File: src/rtl/debouncer_pkg.sv
// Shared types and default timing constants for the push-button debouncer.
package debouncer_pkg;

   // Debouncer FSM states
   typedef enum logic [1:0] {
      SOLTO       = 2'd0,
      CONF_PRESS  = 2'd1,
      PRESSIONADO = 2'd2,
      CONF_SOLTA  = 2'd3
   } estado_e;

   localparam int unsigned CLK_HZ          = 50_000_000;
   localparam int unsigned DEBOUNCE_MS     = 20;
   // Stable cycles needed to accept a level change (20 ms at 50 MHz)
   localparam int unsigned DEBOUNCE_CYCLES = (CLK_HZ / 1000) * DEBOUNCE_MS;

endpackage

File: src/rtl/sincronizador.sv
// N_SYNC-stage flop chain that brings asynchronous inputs into the clock domain.
// Synchronous active-low clear; WIDTH lets the same block serve a bank of switches.
module sincronizador #(
   parameter int unsigned N_SYNC = 2,
   parameter int unsigned WIDTH  = 1
) (
   input  logic             clk_i,
   input  logic             rst_ni,
   input  logic [WIDTH-1:0] d_i,
   output logic [WIDTH-1:0] q_o
);

   logic [WIDTH-1:0] sync_q [N_SYNC];

   // Shift the raw input down the chain; clear every stage on reset
   always_ff @(posedge clk_i) begin
      if (!rst_ni) begin
         for (int i = 0; i < int'(N_SYNC); i++) begin
            sync_q[i] <= '0;
         end
      end else begin
         sync_q[0] <= d_i;
         for (int i = 1; i < int'(N_SYNC); i++) begin
            sync_q[i] <= sync_q[i-1];
         end
      end
   end

   assign q_o = sync_q[N_SYNC-1];

endmodule

File: src/rtl/debouncer_botao.sv
// Push-button debouncer: synchronises the raw button, confirms each level change with a
// consecutive-sample counter and emits a clean level plus one-cycle press/release pulses.
// Optional auto-repeat of the press pulse while held: define DEBOUNCER_BOTAO_REPEAT_EN.
module debouncer_botao #(
   parameter int unsigned N_SYNC          = 2,
   parameter int unsigned DEBOUNCE_CYCLES = debouncer_pkg::DEBOUNCE_CYCLES,
   parameter int unsigned CNT_W           = 20
`ifdef DEBOUNCER_BOTAO_REPEAT_EN
   ,
   parameter int unsigned HOLD_CYCLES     = 25_000_000,
   parameter int unsigned REPEAT_CYCLES   = 10_000_000
`endif
) (
   input  logic CLOCK_50,
   input  logic RESET_N,
   input  logic V_BT,
   output logic ESTADO,
   output logic PULSO,
   output logic SOLTOU
);

   import debouncer_pkg::*;

   localparam logic [CNT_W-1:0] CNT_ULTIMO = CNT_W'(DEBOUNCE_CYCLES - 1);

   logic             amostra;
   estado_e          estado_q;
   logic [CNT_W-1:0] cnt_q;
   logic             nivel_q;
   logic             pulso_q;
   logic             soltou_q;

`ifdef DEBOUNCER_BOTAO_REPEAT_EN
   localparam int unsigned REP_MAX = (HOLD_CYCLES > REPEAT_CYCLES) ? HOLD_CYCLES : REPEAT_CYCLES;
   localparam int unsigned REP_W   = $clog2(REP_MAX + 1);
   localparam logic [REP_W-1:0] HOLD_ULTIMO   = REP_W'(HOLD_CYCLES - 1);
   localparam logic [REP_W-1:0] REPEAT_ULTIMO = REP_W'(REPEAT_CYCLES - 1);

   logic [REP_W-1:0] rep_q;
   // 0: waiting out the initial hold delay, 1: in the periodic repeat phase
   logic             rep_fase_q;
`endif

   sincronizador #(
      .N_SYNC (N_SYNC),
      .WIDTH  (1)
   ) u_sinc (
      .clk_i  (CLOCK_50),
      .rst_ni (RESET_N),
      .d_i    (V_BT),
      .q_o    (amostra)
   );

   // Debounce FSM with registered level and pulse outputs
   always_ff @(posedge CLOCK_50) begin
      if (!RESET_N) begin
         estado_q   <= SOLTO;
         cnt_q      <= '0;
         nivel_q    <= 1'b0;
         pulso_q    <= 1'b0;
         soltou_q   <= 1'b0;
`ifdef DEBOUNCER_BOTAO_REPEAT_EN
         rep_q      <= '0;
         rep_fase_q <= 1'b0;
`endif
      end else begin
         pulso_q  <= 1'b0;
         soltou_q <= 1'b0;
         unique case (estado_q)
            SOLTO: begin
               if (amostra) begin
                  estado_q <= CONF_PRESS;
                  cnt_q    <= '0;
               end
            end
            CONF_PRESS: begin
               if (!amostra) begin
                  estado_q <= SOLTO;
                  cnt_q    <= '0;
               end else if (cnt_q == CNT_ULTIMO) begin
                  estado_q <= PRESSIONADO;
                  nivel_q  <= 1'b1;
                  pulso_q  <= 1'b1;
`ifdef DEBOUNCER_BOTAO_REPEAT_EN
                  rep_q      <= '0;
                  rep_fase_q <= 1'b0;
`endif
               end else begin
                  cnt_q <= cnt_q + CNT_W'(1);
               end
            end
            PRESSIONADO: begin
               if (!amostra) begin
                  estado_q <= CONF_SOLTA;
                  cnt_q    <= '0;
`ifdef DEBOUNCER_BOTAO_REPEAT_EN
                  rep_q      <= '0;
                  rep_fase_q <= 1'b0;
`endif
               end else begin
`ifdef DEBOUNCER_BOTAO_REPEAT_EN
                  // Initial hold delay first, then a fixed repeat period
                  if ((!rep_fase_q && rep_q == HOLD_ULTIMO) ||
                      (rep_fase_q && rep_q == REPEAT_ULTIMO)) begin
                     pulso_q    <= 1'b1;
                     rep_q      <= '0;
                     rep_fase_q <= 1'b1;
                  end else begin
                     rep_q <= rep_q + REP_W'(1);
                  end
`endif
               end
            end
            CONF_SOLTA: begin
               if (amostra) begin
                  // Release glitch: back to held, hold delay restarts from zero
                  estado_q <= PRESSIONADO;
                  cnt_q    <= '0;
`ifdef DEBOUNCER_BOTAO_REPEAT_EN
                  rep_q      <= '0;
                  rep_fase_q <= 1'b0;
`endif
               end else if (cnt_q == CNT_ULTIMO) begin
                  estado_q <= SOLTO;
                  nivel_q  <= 1'b0;
                  soltou_q <= 1'b1;
               end else begin
                  cnt_q <= cnt_q + CNT_W'(1);
               end
            end
            default: estado_q <= SOLTO;
         endcase
      end
   end

   assign ESTADO = nivel_q;
   assign PULSO  = pulso_q;
   assign SOLTOU = soltou_q;

endmodule

File: config.mk
export PLATFORM = sky130hd
export DESIGN_NAME = debouncer_botao
export DESIGN_NICKNAME = d
export VERILOG_FILES = /design/src/rtl/debouncer_pkg.sv /design/src/rtl/sincronizador.sv /design/src/rtl/debouncer_botao.sv
export SDC_FILE = /design/constraint.sdc
export NUM_CORES = 1
export LEC_CHECK = 0
export ABC_AREA = 1
export BUFFER_PORTS_ARGS = -buffer_cell sky130_fd_sc_hd__buf_2
export CAP_MARGIN = 10
export CORE_ASPECT_RATIO = 1.1
export CORE_MARGIN = 3
export CORE_UTILIZATION = 35
export DETAILED_ROUTE_END_ITERATION = 8
export SETUP_SLACK_MARGIN = 0.3
export SKIP_CTS_REPAIR_TIMING = 1
export SYNTH_ARGS = -nofsm -noshare
export SYNTH_HDL_FRONTEND = slang
export SYNTH_SLANG_ARGS = --single-unit
File: constraint.sdc
create_clock -name CLOCK_50 -period 2.8 [get_ports CLOCK_50]
set_clock_uncertainty 0.2 [all_clocks]
set_input_delay 0.56 -clock CLOCK_50 [delete_from_list [all_inputs] [get_ports CLOCK_50]]
set_output_delay 0.56 -clock CLOCK_50 [all_outputs]
set_load 0.01 [all_outputs]
After elaboration in Yosys (flattened, before gate mapping)
Memory sizes are Yosys's and may differ from the RTL's.
Cells that the tools add are included.
{"block": "word_totals", "memories": 1, "out_inout_bits": 3, "ff_bits": 25, "inputBits": 3, "ram_bits": 2}
{"block": "classes", "n_reduce_logical": 7, "eq_ne": 12, "n_addsub": 1, "bitwise": 4, "muxes": 23}
{"memory": "u_sinc.sync_q", "depth": 2, "word_bits": 1, "rd": 2, "rd_ports_with_merged_regs": 0, "write_ports": 2, "line_no": "sincronizador.sv:13", "text": "logic [WIDTH-1:0] sync_q [N_SYNC];"}
{"op": "2-to-1 mux 20 bit", "n": 5}
{"op": "case mux 20 bit (4 select lines)", "n": 1}
{"op": "adder 20 x 1 -> 20 bit, second input constant", "n": 1}
{"op": "equality test 20 bit, second input constant", "n": 1}
{"op": "2-to-1 mux 2 bit", "n": 6}
{"op": "!= test 2 bit, second input constant", "n": 6}
{"op": "2-to-1 mux 1 bit", "n": 9}
{"op": "case mux 2 bit (4 select lines)", "n": 1}
{"op": "!= test 3 bit, second input constant", "n": 2}
{"op": "AND reduction 5 bit", "n": 1}
{"op": "equality test 2 bit, second input constant", "n": 2}
{"op": "AND reduction 4 bit", "n": 1}
{"op": "AND reduction 3 bit", "n": 1}
{"op": "OR reduction 3 bit", "n": 1}
{"op": "equality test 2 x 1 -> 1 bit, second input constant", "n": 1}
{"op": "logical NOT 2 bit", "n": 1}
{"op": "inverter 1 bit", "n": 2}
{"op": "bitwise OR 1 bit", "n": 2}
{"op": "case mux 1 bit (2 select lines)", "n": 1}
{"op": "AND reduction 2 bit", "n": 1}
{"op": "nonzero test 2 bit", "n": 1}

Longest topological paths before layout
{"block": "depth", "depth_word": 4, "depth_mapped": 11, "ltp_nobuf": 11}

By module
A second synthesis with hierarchy kept.
{"block": "hier_totals", "hier_cells": 233, "area_unflattened_um2": 1532.7}
{"module": "debouncer_botao", "cells_each": 227, "area_per_inst_um2": 1477.7, "n_inst": 1}
{"module": "sincronizador", "cells_each": 6, "area_per_inst_um2": 55.1, "n_inst": 1}

Worst setup path after synthesis
OpenSTA, ideal clock, no wires.
{"block": "synth_timing", "path_kind": "flip-flop to flip-flop", "start": "reg cnt_q[0]", "end": "reg cnt_q[10]", "required_ps": 2485, "slack_ps": 1166, "setup_time_ps": 115, "stages_incl_launch_ff": 9, "arrival_ps": 1319, "n_path_buf": 0, "synth_period_minus_slack_ps": 1634, "path_cell_list": "dfxtp_1 ha_1 nand2_1 nor2_1 nand2_1 nor3_1 nand3_1 nand2_1 nor2_1"}
{"block": "synth_between", "elab_chain_len": 4}
{"item": "from (decl)", "line_no": "debouncer_botao.sv:28", "text": "logic [CNT_W-1:0] cnt_q;"}
{"item": "from (signal assigned)", "line_no": "debouncer_botao.sv:89", "text": "cnt_q <= cnt_q + CNT_W'(1);"}
{"item": "from (signal assigned)", "line_no": "debouncer_botao.sv:128", "text": "cnt_q <= cnt_q + CNT_W'(1);"}
{"item": "adder 20 x 1 -> 20 bit / equality test 20 bit (equally long branches)"}
{"item": "2-to-1 mux 20 bit *", "line_no": "debouncer_botao.sv:80, debouncer_botao.sv:123"}
{"item": "2-to-1 mux 20 bit, on equally long branches", "line_no": "debouncer_botao.sv:115, debouncer_botao.sv:77"}
{"item": "case mux 20 bit (4 select lines) *", "line_no": "debouncer_botao.sv:69", "text": "unique case (estado_q)"}
Mark *: on every way between the ends. The rest lies on a longest branch, timed or not.
A chain may end at the register's enable or synchronous reset.

Worst setup path after layout
Same ends and word-level chain as after synthesis.

==> flow_summary.toml <==
[sta]
clock.fmax_ghz = 0.510
hold_viol_final = 0
drv_slew = 0
worstMarginPinSlew_ps = 496
finalCritPeriodShare_pct = 70.0
finalSetupViolCount = 0
period_needed_ps = 1960
setup_ws_ps = 841
setup_tns_ps = 0
slew_headroom_pct = 66.9
rsz0062_at_grt = "false"

[die]
die_w_microns = 70.1
start_util_pct = 36.6
num_io_pins = 6
rows = 25
core_area_sq_um = 4320
die-area_sq_um = 5360
dieHeight_microns = 76.5

[synthesis]
yosysWarnings = 0
synth-main-ff-cell = "dfxtp_1"
syn-cell-area_sq_um = 1580
yosysSeqAreaShare_pct = 34.2
ys_types = 31
synth_top_cell_area_share_pct = 34.2
yosys-top-cells-count = "nand2_1, nor2_1, dfxtp_1, inv_1, nand3_1"
post-synth-top-count-cell = "nand2_1"
synth.ff_latch_count = 27
synthTopCellsByArea = "dfxtp_1, nand2_1, nor2_1"
syn_nets = 242
syn_inst = 238
synth-async-reset-ratio_pct = 0
synth_top_area_cell = "dfxtp_1"
synth_edf_count = 0
avgSynthCellArea_sq_um = 6.64

[clock_tree]
clock_sinks = 27
cts_buffers = 3
cts_max_level = 1
path_clk_slew_ps = 90
root_buffer = "clkbuf_8"
tritoncts = "yes"
clk_latency_ps = 280
clk_path_buf_depth = 2

[route]
wl_microns = 3690
avgRoutedWirePerCell_microns = 12.4
drt_iter0_drc = 63
vias = 1453
routed_via_density = 4.88
final_antenna_net_count = 0
drcViolationCount = 0
drtPass1Iterations = 4

[finish]
register_area_sq_um = 541
nNetsFinal = 249
area_growth_pct = 7.20
antennaDiodeCount = 0
nFillCells = 485
drive_above_1_share_pct = 13.9
multi_input_comb_area_sq_um = 893
fin_area_sq_um = 1690

[global_routing]
first_global_vias = 1411
grt_max_degree = 15
track_usage_pct = 15.0
globalRouteOverflowTotal = 0
antenna_found_initial = 0
grt_pass1_wl_microns = 6540

[setup_path]
r2r_start = "cnt_q[0]$_SDFFE_PN0P_"
reg2reg_depth = 8
cp_top_family = "simple AND/OR/NAND/NOR gates"
crit_path_cell_trace = "ha_1 > nand2_1 > nor2_1 > nand2_1 > nor3_1 > nand3_1 > nand2_1 > nor2_1"
cp_num_cells = 8
r2r_slack_ps = 840
critPathMaxStageDelay_ps = 400
critPathMaxFanout = 6
cp-start-kind = "flip-flop"
end_kind = "flip-flop"
setup.worst_path.end = "cnt_q[10]$_SDFFE_PN0P_"
startpoint = "cnt_q[0]$_SDFFE_PN0P_"
path_common_cell = "nand2_1"
r2r_end = "cnt_q[10]$_SDFFE_PN0P_"
required_ps = 2780
path_buf_inv = 0
arrival_ps = 1940
worst-setup-path-type = "reg -> reg"
slowest_stage = "dfxtp_1"

[pwr]
powerDensity_nw_per_um2 = 380
ir_worst_vdd_uv = 245
p_leak_nw = 0.653

[place]
gp_congestion = 0.897
dpl-instance-area_sq_um = 1650
io_buffers = 5
hpwl_microns = 2860
pre_cts_ws_ps = 883

[min_path]
hold_class = "reg -> reg"

[run]
drv_cap = 0

[status]
status = "finished clean"
-- cell type report --
cell class / count / share of cell area [%]
Multi-Input combinational cell: 176 / 52.7
Sequential cell: 27 / 31.9
Inverter: 32 / 7.24
Tap cell: 54 / 3.99
Clock buffer: 4 / 2.66
Timing Repair Buffer: 5 / 1.48
-- metrics by stage --
step	utilization [%]	cells	total power, mW	hold slack (ps)
after global routing	39.2	298	0.673	254
after detailed placement	38.2	294	0.425	213
after global placement	38.2	294	0.424	215
after floorplan	-	238	0.419	190
after CTS	39.2	298	0.656	236
final	39.2	298	0.643	230
-- layer usage --
layer / global-route usage [%] / vias to the layer above / routed length (microns)
met1: 19.5 / 668 / 1820
met5: 0 / - / 0
met4: 3.45 / 0 / 40
li1: - / 767 / -
met2: 25.8 / 13 / 1740
met3: 2.37 / 5 / 81
-- state kept, by name (all words and copies together), names as in the netlist, named ones only --
| signal | cells |
|---|---|
| SOLTOU | 1 |
| cnt_q | 20 |
| estado_q | 1 |
| u_sinc.sync_q | 2 |
| ESTADO | 1 |
| PULSO | 1 |
-- layout by cell type (no fill, tap or decap) --
master,instances
nand2_2,2
inv_4,1
nand3_1,25
nand4_2,1
and3_1,3
ha_1,1
nand3_2,1
xor2_1,4
o21ai_1,1
a21oi_2,2
inv_1,25
nor3_1,4
inv_2,6
clkbuf_1,1
nand4_1,5
nand2_4,1
a21o_1,2
nor2_1,42
dfxtp_1,27
xnor2_2,1
a21oi_1,8
nor2_2,2
nand2_1,58
o21ai_2,2
nor3b_2,1
nand3b_2,1
o21ai_4,1
clkbuf_8,3
o21ai_0,4
nor2_4,4
buf_2,5
-- worst reg2reg max path: stages (launching register included) --
cell	delay, ps
dfxtp_1	400
ha_1	290
nand2_1	130
nor2_1	160
nand2_1	160
nor3_1	320
nand3_1	110
nand2_1	70
nor2_1	30
-- power breakdown --
part	switching, mW	leakage (nW)	internal, mW
sequential	0.00273	0.218	0.385
combinational	0.0198	0.412	0.00757
clock	0.125	0.0228	0.102
-- logic make-up (layout without fill, tap and decap cells) --
group / count (synthesis) / after routing / synth area share, %
simple gates: 150 / 150 / 44.2
buf+inv: 35 / 41 / 9.26
flops: 27 / 27 / 34.2
compound gates: 20 / 20 / 8.31
xor+xnor: 5 / 5 / 3.25
fa+ha+maj: 1 / 1 / 0.792
-- how the worst min path moves through the flow --
| stage | start | endpoint | slack, ps | cells after the start |
|---|---|---|---|---|
| final | u_sinc.sync_q[0][0]$_SDFF_PN0_ | u_sinc.sync_q[0][1]$_SDFF_PN0_ | 230 | 2 |
| after global routing | u_sinc.sync_q[0][0]$_SDFF_PN0_ | u_sinc.sync_q[0][1]$_SDFF_PN0_ | 250 | 2 |
| after CTS | u_sinc.sync_q[0][0]$_SDFF_PN0_ | u_sinc.sync_q[0][1]$_SDFF_PN0_ | 240 | 2 |
| after detailed placement | u_sinc.sync_q[0][0]$_SDFF_PN0_ | u_sinc.sync_q[0][1]$_SDFF_PN0_ | 210 | 2 |
| after global placement | u_sinc.sync_q[0][0]$_SDFF_PN0_ | u_sinc.sync_q[0][1]$_SDFF_PN0_ | 210 | 2 |
| after floorplan | u_sinc.sync_q[0][0]$_SDFF_PN0_ | u_sinc.sync_q[0][1]$_SDFF_PN0_ | 190 | 2 |
No activity file was read; power rests on OpenSTA's default activity.
